**src/rtl/pwm_cmd_tx.sv**
```systemverilog
// Host-side encoder for the PWM serial command protocol: turns (channel, duty)
// requests into a select byte {1,chan} and a duty byte {0,duty[7:1]} on an 8N1 line.
module pwm_cmd_tx #(
  parameter int CLK_FREQ = 12000000,
  parameter int BAUD     = 9600
) (
  input  logic       clk,
  input  logic       rst_n,
  input  logic       req_valid,
  output logic       req_ready,
  input  logic [6:0] req_chan,
  input  logic [7:0] req_duty,
  input  logic       force_sel,
  output logic       tx,
  output logic       busy,
  output logic       sel_skipped
);

  localparam int DIV = CLK_FREQ / BAUD;
  localparam int CW  = (DIV > 1) ? $clog2(DIV) : 1;
  localparam logic [CW-1:0] BAUD_LAST = CW'(DIV - 1);

  typedef enum logic [1:0] {
    IDLE = 2'd0,
    SEL  = 2'd1,
    DUTY = 2'd2
  } state_t;

  state_t        state_reg, state_next;
  logic [CW-1:0] baud_reg, baud_next;
  logic [3:0]    bit_reg, bit_next;
  logic [7:0]    byte_reg, byte_next;
  logic [6:0]    duty_reg, duty_next;
  logic [6:0]    cache_chan_reg, cache_chan_next;
  logic          cache_valid_reg, cache_valid_next;
  logic          tx_reg, tx_next;
  logic          skip_reg, skip_next;
  logic          accept;
  logic          skip_sel;

  // Line level for frame position idx: 0 = start, 1..8 = data LSB first, 9 = stop.
  function automatic logic line_level(input logic [3:0] idx, input logic [7:0] data);
    logic [3:0] d;
    d = idx - 4'd1;
    if (idx == 4'd0)      return 1'b0;
    else if (idx >= 4'd9) return 1'b1;
    else                  return data[d[2:0]];
  endfunction

  assign accept   = req_valid && (state_reg == IDLE);
  assign skip_sel = cache_valid_reg && (req_chan == cache_chan_reg) && !force_sel;

  always_comb begin
    state_next       = state_reg;
    baud_next        = baud_reg;
    bit_next         = bit_reg;
    byte_next        = byte_reg;
    duty_next        = duty_reg;
    cache_chan_next  = cache_chan_reg;
    cache_valid_next = cache_valid_reg;
    tx_next          = tx_reg;
    skip_next        = 1'b0;
    case (state_reg)
      IDLE: begin
        tx_next = 1'b1;
        if (accept) begin
          duty_next        = req_duty[7:1];
          cache_chan_next  = req_chan;
          cache_valid_next = 1'b1;
          baud_next        = '0;
          bit_next         = 4'd0;
          tx_next          = 1'b0;
          skip_next        = skip_sel;
          if (skip_sel) begin
            state_next = DUTY;
            byte_next  = {1'b0, req_duty[7:1]};
          end else begin
            state_next = SEL;
            byte_next  = {1'b1, req_chan};
          end
        end
      end
      default: begin
        if (baud_reg == BAUD_LAST) begin
          baud_next = '0;
          if (bit_reg == 4'd9) begin
            bit_next = 4'd0;
            // Duty frame starts on the same edge the select stop bit ends: no gap.
            if (state_reg == SEL) begin
              state_next = DUTY;
              byte_next  = {1'b0, duty_reg};
              tx_next    = 1'b0;
            end else begin
              state_next = IDLE;
              tx_next    = 1'b1;
            end
          end else begin
            bit_next = bit_reg + 4'd1;
            tx_next  = line_level(bit_reg + 4'd1, byte_reg);
          end
        end else begin
          baud_next = baud_reg + CW'(1);
        end
      end
    endcase
  end

  always_ff @(posedge clk or negedge rst_n) begin
    if (!rst_n) begin
      state_reg       <= IDLE;
      baud_reg        <= '0;
      bit_reg         <= 4'd0;
      byte_reg        <= 8'd0;
      duty_reg        <= 7'd0;
      cache_chan_reg  <= 7'd0;
      cache_valid_reg <= 1'b0;
      tx_reg          <= 1'b1;
      skip_reg        <= 1'b0;
    end else begin
      state_reg       <= state_next;
      baud_reg        <= baud_next;
      bit_reg         <= bit_next;
      byte_reg        <= byte_next;
      duty_reg        <= duty_next;
      cache_chan_reg  <= cache_chan_next;
      cache_valid_reg <= cache_valid_next;
      tx_reg          <= tx_next;
      skip_reg        <= skip_next;
    end
  end

  assign req_ready   = (state_reg == IDLE);
  assign busy        = (state_reg != IDLE);
  assign tx          = tx_reg;
  assign sel_skipped = skip_reg;

endmodule
```
**config.mk**
```make
export PLATFORM = sky130hd
export DESIGN_NAME = pwm_cmd_tx
export DESIGN_NICKNAME = d
export VERILOG_FILES = /design/src/rtl/pwm_cmd_tx.sv
export SDC_FILE = /design/constraint.sdc
export NUM_CORES = 1
export LEC_CHECK = 0
export BUFFER_PORTS_ARGS = -buffer_cell sky130_fd_sc_hd__buf_2
export CAP_MARGIN = 20
export CELL_PAD_IN_SITES_DETAIL_PLACEMENT = 0
export CELL_PAD_IN_SITES_GLOBAL_PLACEMENT = 1
export CORE_MARGIN = 8
export CORE_UTILIZATION = 46
export DETAILED_ROUTE_END_ITERATION = 8
export MAX_ROUTING_LAYER = met4
export PLACE_DENSITY = 0.76
export RECOVER_POWER = 50
export REMOVE_ABC_BUFFERS = 1
export SLEW_MARGIN = 20
export SYNTH_ARGS = -nofsm -noshare
export SYNTH_HDL_FRONTEND = slang
export SYNTH_SLANG_ARGS = --single-unit
export TNS_END_PERCENT = 100
```
**constraint.sdc**
```tcl
create_clock -name clk -period 2.89 [get_ports clk]
set_input_delay 0 -clock clk [delete_from_list [all_inputs] [get_ports clk]]
set_output_delay 0 -clock clk [all_outputs]
set_load 0.005 [all_outputs]
```
==> impl_metrics.ini, run 1 <==
[synthesis]
area_share_of_the_leading_cell_type_in_the_synthesized_netlist_pct = 44.5
synth_top_cell_by_area = sky130_fd_sc_hd__dfrtp_1
ys_seq_elements = 42
synth_top_area_cells = sky130_fd_sc_hd__dfrtp_1 (44%), sky130_fd_sc_hd__mux2_2 (7.3%), sky130_fd_sc_hd__nand2_1 (3.6%)
synth_top_family_by_area = compound AO/OA/AOI/OAI gates
syn_area_per_cell_um2 = 10.6
synth_compound_gate_area_share_pct = 16.4
adder_cell_area_share_of_the_yosys_netlist_pct = 3.26
synth_simple_gate_area_share_pct = 16.1
synth_cells = 217
post-synth-top-count-cell = sky130_fd_sc_hd__dfrtp_1
ys_async_sr_fraction_pct = 100
netlist_top_cells_count = sky130_fd_sc_hd__dfrtp_1 (41), sky130_fd_sc_hd__nand2_1 (22), sky130_fd_sc_hd__mux2_2 (15)
synth-main-ff-cell = sky130_fd_sc_hd__dfrtp_1
synth.cell_area_um2 = 2310
synth.area.mux_share_pct = 10.6
ys_types = 45
yosys_warnings = 0
synthXorXnorAreaFrac_pct = 4.77
ys_seq_area_share_pct = 45.6
synth_edf_count = 0

[worst_setup_path]
worst_path_dominant_cell_family = flip-flops
reg2reg_to = tx$_DFFE_PN1N_
data_arrival_time_at_the_worst_slack_endpoint_ns = 2.42
critPathBufInv = 1
timing_worst_setup_path_type = flip-flop to flip-flop
critical_path.startpoint = bit_reg[0]$_DFFE_PN0P_
worst_path_max_delay_cell = sky130_fd_sc_hd__dfrtp_1
reg2reg_slack_ns = 0.69
cp_cell_sequence = inv_1, ha_1, mux4_2, mux2i_1, a21oi_1, or3b_1, a21oi_1
cp_common_cell = sky130_fd_sc_hd__a21oi_1
path_max_fanout = 10
cp.required_ns = 3.11
critical-path-max-stage-delay_ns = 0.57
cp-endpoint = tx$_DFFE_PN1N_
worstReg2RegStart = bit_reg[0]$_DFFE_PN0P_
timing.critical_path.to_type = flip-flop
reg2regPathDepth = 7
crit_path_start_kind = flip-flop
worst-path-stages = 7

[layout]
finalCoreUtilization_pct = 57.5
finish.net_count = 281
max_ffs_per_register = 11
p_r_area_growth_vs_syn_pct = 19.4
final_design_area_no_fill_um2 = 2750
nFillCells = 419
antenna-diode-count = 0
final_layout_size_suffix_gt1_share_pct = 21.9

[cts]
clock-root-buffer = sky130_fd_sc_hd__clkbuf_8
worstSkewPairLatency_ns = 0.29
cts-buffers-inserted = 5
tritoncts = built
clkTransAtPathRegs_ns = 0.08
number_of_clock_sinks = 42
cts-root-to-sink-buffers = 2
post_cts_resize_count = 0
cts-htree-levels = 2

[die]
die_h_um = 86.8
initial_core_util_pct = 48.2
die-area_um2 = 7530
die-width_um = 86.8
coreArea_um2 = 4790
core.rowCount = 25
pin_count = 23

[grt]
grt_antenna_before_repair = 0
maximum_number_of_pins_on_one_net_before_global_route_repair = 43
grt_pass1_wl_um = 8220
first_global_vias = 1764
grt_overflow_total = 0
globalRouteTotalUtil_pct = 14.1

[worst_hold_path]
worst_min_delay_path_class = input port to flip-flop

[placement]
buffer_ports.inserted = 21
dpl_cell_area_um2 = 2470
place.gp.congestion = 0.756
detailed_place_hpwl_um = 3240

[pwr]
power_density_nw_per_um2 = 404
power.ir.vdd_worst_mv = 0.268
static_leakage_nw = 1.23

[timing]
setup_viol_count_final = 0
fmax_mhz = 454
fin_worst_hold_slack_ns = 0.176
report.final.slew_viol_count = 0
timing.clock.skew_ns = 0.00785
worst_slew_margin_rel_pct = 54.7
setup_repair_after_global_routing_missed_its_margin = no
timing.final.hold_violations = 0
worst_pin_slew_ns = 0.677
post-route-period-util_pct = 76.3
finalWorstPathRequiredPeriod_ns = 2.20
fin_setup_tns_ns = 0

[drt]
route.detailed.drc = 0
antenna_violating_nets_post_route = 0
drtPass1Iterations = 4
number_of_drc_markers_after_the_initial_detailed_route_iteration = 54
dr_total_vias = 1738
drt-total-wl_um = 4780
detail_route.vias_per_cell = 5.38
routed_wire_length_per_instance_um = 14.8

[status]
run_status = complete, no violations

[job]
maxCapViolations = 0
cells by family after synthesis:
kind of cell / after synthesis
AO/OA/AOI/OAI: 55
XOR/XNOR: 11
buffers and inverters: 15
AND/OR/NAND/NOR: 68
flip-flops: 42
multiplexers: 20
adder cells (fa/ha/maj): 6
per-stage QoR:
stage	cells	setup slack (ns)	total power, W
after detailed placement	300	0.675	0.000638
after global placement	300	0.717	0.000638
after global routing	323	0.451	0.00115
final	323	0.685	0.00111
after CTS	322	0.667	0.00113
after floorplan	207	0.736	0.000607
placed cells by master, fill, tap and decap left out, types with 3 or more instances in the layout:
cell type,Yosys,routed
sky130_fd_sc_hd__a21oi_1,12,12
sky130_fd_sc_hd__a221o_1,7,7
sky130_fd_sc_hd__a31oi_1,6,6
sky130_fd_sc_hd__buf_2,1,18
sky130_fd_sc_hd__buf_4,1,5
sky130_fd_sc_hd__clkbuf_1,6,3
sky130_fd_sc_hd__clkbuf_8,0,6
sky130_fd_sc_hd__dfrtp_1,41,41
sky130_fd_sc_hd__dlygate4sd3_1,0,15
sky130_fd_sc_hd__ha_1,6,6
sky130_fd_sc_hd__inv_1,4,4
sky130_fd_sc_hd__mux2_2,15,15
sky130_fd_sc_hd__mux2i_1,3,3
sky130_fd_sc_hd__nand2_1,22,22
sky130_fd_sc_hd__nand2b_1,4,4
sky130_fd_sc_hd__nand3_1,9,9
sky130_fd_sc_hd__nand4_1,7,7
sky130_fd_sc_hd__nor2_1,11,11
sky130_fd_sc_hd__o21ai_0,12,12
sky130_fd_sc_hd__o21ai_1,5,5
sky130_fd_sc_hd__o31ai_1,6,6
sky130_fd_sc_hd__xor2_1,9,9
worst min-delay path by stage:
| stage | cells past startpoint | from | to | slack [ns] |
|---|---|---|---|---|
| 2_1_floorplan | 0 | rst_n | baud_reg[0]$_DFFE_PN0P_ | -0.30 |
| 6_report | 4 | req_valid | baud_reg[0]$_DFFE_PN0P_ | 0.18 |
| 4_1_cts | 4 | req_valid | baud_reg[0]$_DFFE_PN0P_ | 0.17 |
| 5_1_grt | 4 | req_valid | baud_reg[0]$_DFFE_PN0P_ | 0.22 |
| 3_5_place_dp | 1 | rst_n | bit_reg[3]$_DFFE_PN0P_ | 0.20 |
| 3_3_place_gp | 1 | rst_n | bit_reg[3]$_DFFE_PN0P_ | 0.21 |
worst reg2reg max path: stages (launching register included):
cell and delay [ns]:
sky130_fd_sc_hd__dfrtp_1 0.57, sky130_fd_sc_hd__inv_1 0.12, sky130_fd_sc_hd__ha_1 0.40, sky130_fd_sc_hd__mux4_2 0.36
sky130_fd_sc_hd__mux2i_1 0.07, sky130_fd_sc_hd__a21oi_1 0.11, sky130_fd_sc_hd__or3b_1 0.36, sky130_fd_sc_hd__a21oi_1 0.15
report_power, final:
group          total (W)  internal (W)  switching, W
registers       0.000587      0.000587             0
clock network   0.000468      0.000276      0.000192
logic          0.0000566     0.0000279     0.0000287
cell type report:
| cell class | instances | area [um2] | area share, % |
|---|---|---|---|
| Clock inverter | 1 | 30.0 | 1.09 |
| Clock buffer | 6 | 82.6 | 3.00 |
| Inverter | 5 | 18.8 | 0.682 |
| Timing Repair Buffer | 42 | 309 | 11.2 |
| Tap cell | 67 | 83.8 | 3.04 |
| Sequential cell | 42 | 1050 | 38.2 |
| Multi-Input combinational cell | 160 | 1180 | 42.8 |
metal layers:
layer | part of all wire, % | track usage, % | up-vias
li1 | - | - | 876
met1 | 51 | 18.5 | 822
met2 | 44 | 20.7 | 35
met3 | 3.8 | 3.59 | 5
met4 | 1.4 | 4.69 | 0
met5 | 0 | - | -
what timing repair did:
action                    4_1_cts  5_1_grt
hold buffers                   15        0
setup buffers                   0        0
hold endpoints to repair       61        0
Power figures use the tool's default switching activity.
==> run 2, diff against run 1 <==
- CORE_UTILIZATION: 46 -> 42
- PLACE_DENSITY: 0.76 -> 0.74
- clock period: 2.89 -> 1.89 ns (I/O delays scaled with it)
==> run 2 against run 1 <==
Effect of this change:
- cell count rose by 6.8%
- setup slack got worse by 0.62 ns
- design area rose by 4.9%
- sequential share of layout area fell by 1.8 points
- clock skew fell by 0.0013 ns
==> impl_metrics.ini, run 2 (synthesized netlist as in run 1, its figures left out) <==
[die]
die-area_um2 = 8120
initial_core_util_pct = 42.7
pin_count = 23
core.rowCount = 27
die-width_um = 90.1
die_h_um = 90.1
coreArea_um2 = 5410

[cts]
clkTransAtPathRegs_ns = 0.07
cts-root-to-sink-buffers = 2
post-cts-setup-buffer-count = 0
tritoncts = built
clock-root-buffer = sky130_fd_sc_hd__clkbuf_8
cts-htree-levels = 2
cts-buffers-inserted = 5
number_of_clock_sinks = 42
worstSkewPairLatency_ns = 0.28

[layout]
finalNonFillerCells = 345
p_r_area_growth_vs_syn_pct = 25.3
layout_commonest_cell = sky130_fd_sc_hd__dfrtp_1
finish.net_count = 297
antenna-diode-count = 0
max_ffs_per_register = 11
final_layout_size_suffix_gt1_share_pct = 29.3
layout_common_cells = sky130_fd_sc_hd__dfrtp_1 (41), sky130_fd_sc_hd__nand2_1 (22), sky130_fd_sc_hd__buf_2 (19), sky130_fd_sc_hd__buf_4 (19), sky130_fd_sc_hd__mux2_2 (15)

[timing]
fin_worst_hold_slack_ns = 0.0183
setup_viol_count_final = 0
timing.clock.skew_ns = 0.00653
fmax_mhz = 549
finalWorstPathRequiredPeriod_ns = 1.82
worst_pin_slew_ns = 1.06
timing.final.hold_violations = 0
worst_slew_margin_rel_pct = 29.1
report.final.slew_viol_count = 0
setup_repair_after_global_routing_missed_its_margin = yes
setup_slack_ns = 0.0674
post-route-period-util_pct = 96.4

[grt]
grt_antenna_before_repair = 0
first_global_vias = 1844
grt_overflow_total = 0
grt_pass1_wl_um = 8780
globalRouteTotalUtil_pct = 13.3
maximum_number_of_pins_on_one_net_before_global_route_repair = 25

[placement]
place.gp.congestion = 0.778
detailed_place_hpwl_um = 3700
buffer_ports.inserted = 21
pre_cts_slack_ns = 0.00594
post-place-cells = 323

[drt]
drt-total-wl_um = 5000
route.detailed.drc = 0
routed_wire_length_per_instance_um = 14.5
number_of_drc_markers_after_the_initial_detailed_route_iteration = 65
antenna_violating_nets_post_route = 0
drtPass1Iterations = 5
dr_total_vias = 1841
detail_route.vias_per_cell = 5.34

[pwr]
total_power_w = 0.00152
power_density_nw_per_um2 = 525
power.ir.vdd_worst_mv = 0.442
static_leakage_nw = 1.30

[worst_hold_path]
worst_min_delay_path_class = input port to flip-flop

[worst_setup_path]
path_max_fanout = 3
crit_path_start_kind = flip-flop
cp.required_ns = 2.11
timing_worst_setup_path_type = flip-flop to flip-flop
data_arrival_time_at_the_worst_slack_endpoint_ns = 2.04
timing.critical_path.to_type = flip-flop

[status]
run_status = complete, no violations

[job]
maxCapViolations = 0
-- run 2: cell type report --
type	count	area, um2
tap	72	90.1
timing repair buffer	58	433
multi-input combinational	160	1210
fill	517	2520
clock buffer	8	80.1
sequential	42	1050
inverter	5	18.8
-- run 2: worst paths after layout --
path	start	end	slack, ns	depth (start not counted)
worst min register to register	cache_valid_reg$_DFFE_PN0P_	cache_valid_reg$_DFFE_PN0P_	0.48	1
max in group asynchronous	rst_n	bit_reg[0]$_DFFE_PN0P_	0.28	3
worst max-delay path	bit_reg[0]$_DFFE_PN0P_	tx$_DFFE_PN1N_	0.07	6
min in group asynchronous	rst_n	baud_reg[5]$_DFFE_PN0P_	0.43	2
worst min-delay path	req_chan[1]	byte_reg[1]$_DFFE_PN0P_	0.02	2
worst max register to register	bit_reg[0]$_DFFE_PN0P_	tx$_DFFE_PN1N_	0.07	6
-- run 2: repair_timing --
action,4_1_cts,5_1_grt
hold endpoints to repair,35,0
hold buffers,14,0
resized for setup,0,11
setup endpoints to repair,0,10
-- run 2: per-layer routing --
metal,vias to the layer above,global-route usage [%],wire [um]
met2,39,20.5,2340
met4,0,4.16,29
li1,908,-,-
met5,-,-,0
met3,2,2.99,183
met1,892,17.0,2450
-- run 2: power breakdown --
| part | switching (W) | internal (W) | total, W | leakage (nW) |
|---|---|---|---|---|
| combinational | 0.0000447 | 0.0000378 | 0.0000826 | 0.703 |
| clock | 0.000274 | 0.000262 | 0.000536 | 0.0395 |
| sequential | 0 | 0.000898 | 0.000898 | 0.558 |
-- run 2: critical path: stages (launching register included) --
cell                      delay, ns
sky130_fd_sc_hd__dfrtp_1       0.40
sky130_fd_sc_hd__ha_2          0.21
sky130_fd_sc_hd__xnor3_1       0.40
sky130_fd_sc_hd__mux2i_1       0.13
sky130_fd_sc_hd__a21oi_1       0.12
sky130_fd_sc_hd__or3b_1        0.35
sky130_fd_sc_hd__a21oi_1       0.15
-- run 2: stage by stage --
step / instance area, um2 / utilization [%] / setup TNS, ns
after floorplan: 2250 / - / -3.02
after global placement: 2630 / 48.6 / 0
after detailed placement: 2630 / 48.6 / 0
after CTS: 2850 / 52.7 / 0
after global routing: 2890 / 53.4 / -0.0221
final: 2890 / 53.4 / 0
